[src/rtl/pc_fetch.sv]
// pc_fetch: program counter and fetch sequencing for the single-cycle MIPS datapath.
//
// Each cycle it drives the byte address of the instruction to fetch. The next
// address is chosen from sequential, beq (branch_taken/branch_imm) and j
// (jump/jump_target) inputs. A small IDLE/RUN/HALT machine handles start,
// stall and halt.
//
// Parameters:
//   ADDR_LEN   address width (32); the jump concatenation assumes 32
//   LAST_ADDR  highest legal fetch address (last word of the 256-entry store)
//
// Ports:
//   clk, rst_n    rising-edge clock, asynchronous active-low reset
//   start         one-cycle pulse, leaves IDLE
//   stall         hold the PC this cycle
//   branch_taken  beq condition true; branch_imm is the raw I-type immediate
//   jump          current instruction is j; jump_target is the raw J-type field
//   inst_addr     fetch address (PC register output)
//   pc_plus4      inst_addr + 4, combinational
//   running       state == RUN
//   halted        state == HALT
//   retired       retired-instruction count
//
// Optional feature: define PC_FETCH_RETIRE_CNT_EN to build the retired counter;
// without it, retired is tied to zero and no counter register exists.

module pc_fetch #(
  parameter int                  ADDR_LEN  = 32,
  parameter logic [ADDR_LEN-1:0] LAST_ADDR = 32'h0000_03FC
) (
  input  logic                clk,
  input  logic                rst_n,
  input  logic                start,
  input  logic                stall,
  input  logic                branch_taken,
  input  logic [15:0]         branch_imm,
  input  logic                jump,
  input  logic [25:0]         jump_target,
  output logic [ADDR_LEN-1:0] inst_addr,
  output logic [ADDR_LEN-1:0] pc_plus4,
  output logic                running,
  output logic                halted,
  output logic [31:0]         retired
);

  typedef enum logic [1:0] {
    IDLE = 2'b00,
    RUN  = 2'b01,
    HALT = 2'b10
  } state_t;

  state_t              state;
  logic [ADDR_LEN-1:0] pc;
  logic [ADDR_LEN-1:0] branch_off;
  logic [ADDR_LEN-1:0] branch_addr;
  logic [ADDR_LEN-1:0] jump_addr;
  logic [ADDR_LEN-1:0] next_pc;
  logic                halt_now;
  logic                advance;

  assign inst_addr = pc;
  assign pc_plus4  = pc + ADDR_LEN'(4);

  // The immediate is a word offset: sign-extend it and scale it by 4.
  assign branch_off  = {{(ADDR_LEN-18){branch_imm[15]}}, branch_imm, 2'b00};
  assign branch_addr = pc_plus4 + branch_off;
  assign jump_addr   = {pc_plus4[ADDR_LEN-1:ADDR_LEN-4], jump_target, 2'b00};

  // An instruction retires on every unstalled RUN cycle, including the halting one.
  assign advance = (state == RUN) && !stall;

  // Choose the candidate next PC (jump beats branch) and flag a halt. A halt
  // fires when the candidate leaves the instruction store, or when a j targets
  // its own address, which is the program's idle loop.
  always_comb begin
    next_pc  = pc_plus4;
    halt_now = 1'b0;
    if (jump) begin
      next_pc = jump_addr;
    end else if (branch_taken) begin
      next_pc = branch_addr;
    end
    if ((next_pc > LAST_ADDR) || (jump && (jump_addr == pc))) begin
      halt_now = 1'b1;
    end
  end

  // Run-control FSM and PC register. running and halted are registered next to
  // the state, so they change on the same edge as the state. On a halt the PC
  // keeps the current address instead of loading the offending target.
  always_ff @(posedge clk or negedge rst_n) begin
    if (!rst_n) begin
      state   <= IDLE;
      pc      <= '0;
      running <= 1'b0;
      halted  <= 1'b0;
    end else begin
      case (state)
        IDLE: begin
          if (start) begin
            state   <= RUN;
            running <= 1'b1;
          end
        end
        RUN: begin
          if (!stall) begin
            if (halt_now) begin
              state   <= HALT;
              running <= 1'b0;
              halted  <= 1'b1;
            end else begin
              pc <= next_pc;
            end
          end
        end
        HALT: begin
          state <= HALT;
        end
        default: begin
          state   <= IDLE;
          running <= 1'b0;
          halted  <= 1'b0;
        end
      endcase
    end
  end

`ifdef PC_FETCH_RETIRE_CNT_EN
  logic [31:0] retire_cnt;

  // Retired-instruction counter. It wraps naturally at 2^32 and holds outside RUN.
  always_ff @(posedge clk or negedge rst_n) begin
    if (!rst_n) begin
      retire_cnt <= '0;
    end else if (advance) begin
      retire_cnt <= retire_cnt + 32'd1;
    end
  end

  assign retired = retire_cnt;
`else
  assign retired = 32'd0;
`endif

endmodule

[config.mk]
export PLATFORM = sky130hd
export DESIGN_NAME = pc_fetch
export DESIGN_NICKNAME = d
export VERILOG_FILES = /design/src/rtl/pc_fetch.sv
export SDC_FILE = /design/constraint.sdc
export NUM_CORES = 1
export LEC_CHECK = 0
export ABC_AREA = 1
export ABC_CLOCK_PERIOD_IN_PS = 5300
export BUFFER_PORTS_ARGS = -buffer_cell sky130_fd_sc_hd__buf_2
export CORE_ASPECT_RATIO = 1.5
export CORE_MARGIN = 4
export CORE_UTILIZATION = 38
export CTS_CLUSTER_DIAMETER = 30
export DETAILED_ROUTE_END_ITERATION = 7
export GPL_TIMING_DRIVEN = 0
export PLACE_DENSITY = 0.61
export SLEW_MARGIN = 20
export SYNTH_ARGS = -nofsm -noshare
export SYNTH_HDL_FRONTEND = slang
export SYNTH_SLANG_ARGS = --single-unit
[constraint.sdc]
create_clock -name clk -period 5.3 [get_ports clk]
set_input_delay 1.06 -clock clk [delete_from_list [all_inputs] [get_ports clk]]
set_output_delay 1.06 -clock clk [all_outputs]
set_load 0.1 [all_outputs]
==> out/summary.txt <==
Status - finished, final reports clean
Critical Path RT - 5.47 ns
Synthesized flop and latch total - 36
Via count - 7388
Worst Tran Pin Value - 0.861 ns
Setup_tns - 0 ns
Reg2reg end - inst_addr[28]$_DFFE_PN0P_
CTS tree - yes
Final wirelength - 24.0 mm
Tot Pwr - 1.08 mW
Switch share - 45.0%
Drt pass-1 iters - 5
Crit Path Max Fanout - 10
Initial antenna violation count - 0
HP Class - flop to flop
Height of the die - 165 um
Sw Pwr - 487 uW
Maximum vdd drop - 0.000354 V
Post-Synth XOR/XNOR Area - 2.79%
PnR worst setup slack - 0.788 ns
Pint - 594 uW
Layout cell share with drive strength beyond 1 - 17.4%
Gpl congestion - 0.985
# IOs - 146
Hold-fix buffers, CTS - 0
Worst reg2reg path startpoint - inst_addr[3]$_DFFE_PN0P_
CTS Root Cell - clkbuf_16
Crit path arrival time - 4.68 ns
Clock slew at reported path FFs - 0.06 ns
# H-tree levels - 2
Number of synthesized flops with an enable pin - 0
Die area - 18700 um2
R2R depth - 25
Slew HR - 42.6%
Mapped Area - 6280 um2
Mux share of post-synthesis cell area - 0%
Vias in the first global route - 7121
Synth cell types - 47
First-pass GRT wire length - 36.9 mm
CP startpoint kind - flop
Adder-cell area share of the yosys netlist - 7.29%
Crit path from - inst_addr[3]$_DFFE_PN0P_
Ys async rst share - 100%
Synth Area in Simple Gates - 51.5%
HPWL Detailed - 20.9 mm
Worst Path Class, Setup - flop to flop
GR Overflow Total - 0
Clock power frac - 26.8%
Synth Area in Compound Gates - 6.63%
R2R setup slack - 0.79 ns
CTS resizes - 0
YS warnings - 0
Drt first-iter violations - 383
Global Route Usage Sum - 25.4%
Hold path start - halted$_DFFE_PN0P_
Diode count - 0
Commonest non-fill, non-tap cell in the layout - nand2_1
Fmax - 222 MHz
Most frequent cells in the layout - nand2_1, inv_1, nor2_1
Combinational cell fraction of total power - 45.8%
Die W - 113 um
Via/cell ratio - 4.88
Later-pin clock latency in the skew report - 0.29 ns
Initial Utilization - 38.8%
Hold slack final - 0.483 ns
Mean post-synth cell area - 5.44 um2
Part of the power in registers - 27.4%
Port bufs - 113
Clock sinks - 36
Max Cap Viol - 0
Cells after synthesis - 1156
Core Box Area - 16200 um2
Setup crit end - inst_addr[28]$_DFFE_PN0P_
Pins Over Slew Limit - 0
Post-CTS Setup Inserts - 0
Rows - 57
Clock skew - 0.00373 ns
Largest net degree at the start of global routing - 37
Main synth FF type - dfrtp_1
DR WL/cell - 15.8 um
Pre-CTS setup slack - 0.846 ns
Layout area overhead - 17.6%
Unrepaired setup endpoints after global routing - no
Final Setup Violations - 0
P_leak - 4.30 nW
Final nets - 1391
Minimum clock period - 4.51 ns
Sequential share of the synthesized area - 14.3%
CTS buffer count - 5
DRC Markers - 0
Clk buf depth - 2
Final period utilization - 85.1%
Final Hold Viols - 0
Largest family of logic cells by synthesized area - simple AND/OR/NAND/NOR gates
Pwr Density - 146 nW/um2
DRT antenna net count - 0
Critical path capture point type - flop
==> power groups by stage <==
| stage | Combinational [mW] | Clock, mW | Sequential [mW] |
|---|---|---|---|
| after floorplan | 0.345 | 0 | 0.335 |
| after global placement | 0.491 | 0 | 0.301 |
| after detailed placement | 0.494 | 0 | 0.301 |
| after CTS | 0.495 | 0.298 | 0.296 |
| after global routing | 0.546 | 0.307 | 0.297 |
| final | 0.495 | 0.289 | 0.296 |
==> state kept, by name (all words and copies together) (netlist names) <==
name       flops
inst_addr     32
halted         1
running        1
state          2
==> worst min path at each step <==
stage	endpoint	depth (start not counted)	slack [ns]
floorplan	state[1]$_DFFE_PN0P_	2	0.47
global placement	halted$_DFFE_PN0P_	2	0.47
detailed placement	halted$_DFFE_PN0P_	2	0.47
CTS	halted$_DFFE_PN0P_	2	0.49
global route	state[1]$_DFFE_PN0P_	2	0.54
finish	halted$_DFFE_PN0P_	2	0.48
==> per-layer routing <==
metal	vias to the layer above	part of all wire, %	track usage [%]
met1	3281	39	28.0
met3	60	3.6	1.79
met5	-	0	0
li1	3832	-	-
met2	215	52	48.7
met4	0	4.9	12.3
==> cell usage after synthesis, drive strengths merged (4+ instances only) <==
library cell | count | area [um2]
ha | 35 | 438
nor3 | 13 | 65.1
inv | 196 | 738
or2 | 5 | 31.3
and2 | 6 | 37.5
nor4 | 4 | 31.3
a21oi | 36 | 188
nand2 | 415 | 1580
nor2 | 157 | 676
o21bai | 5 | 37.5
nand3 | 105 | 553
dfrtp | 36 | 901
xor2 | 11 | 96.3
clkbuf | 5 | 22.5
buf | 46 | 330
o21ai | 24 | 139
nand4 | 30 | 194
xnor2 | 9 | 78.8
nand3b | 7 | 52.6
==> kinds of logic (layout without fill, tap and decap cells) <==
family	count (synthesis)	count (layout)
other	1	32
and+or+nand+nor	744	744
adders and majority gates	36	36
DFF	36	36
AOI/OAI and AO/OA	71	71
buffers and inverters	248	368
xor gates and xnor gates	20	20
==> cell type report <==
cell class / count / area, um2
Sequential cell: 36 / 901
Clock inverter: 2 / 12.5
Tap cell: 206 / 258
Timing Repair Buffer: 113 / 566
Clock buffer: 5 / 125
Buffer: 51 / 353
Multi-Input combinational cell: 903 / 4430
Inverter: 197 / 742
Fill cell: 1880 / 8800
==> critical path, stage by stage (launching register included) <==
cell and delay (ns):
dfrtp_1 0.51, ha_1 0.25, nand2_1 0.12, nor2_4 0.14, nand3_2 0.15, inv_2 0.12, nand2_1 0.07, xor2_1 0.31
inv_1 0.10, ha_1 0.37, nand2_1 0.13, nor2_1 0.24, inv_1 0.12, nor2_1 0.16, nand2_1 0.09, nand3_1 0.08
nand3_1 0.11, nand2_1 0.12, nand2_1 0.08, nor2_1 0.15, nand3_1 0.12, nor2_2 0.17, nand3_4 0.14, nor2_8 0.21
buf_4 0.24, nor2_1 0.07
==> through the flow <==
stage,instances,instance area [um2],utilization (%)
2_1_floorplan,1187,6430,-
3_3_place_gp,1506,7250,44.8
3_5_place_dp,1506,7250,44.8
4_1_cts,1513,7390,45.7
5_1_grt,1513,7390,45.7
6_report,1513,7390,45.7
No activity file was read; power rests on OpenSTA's default activity.
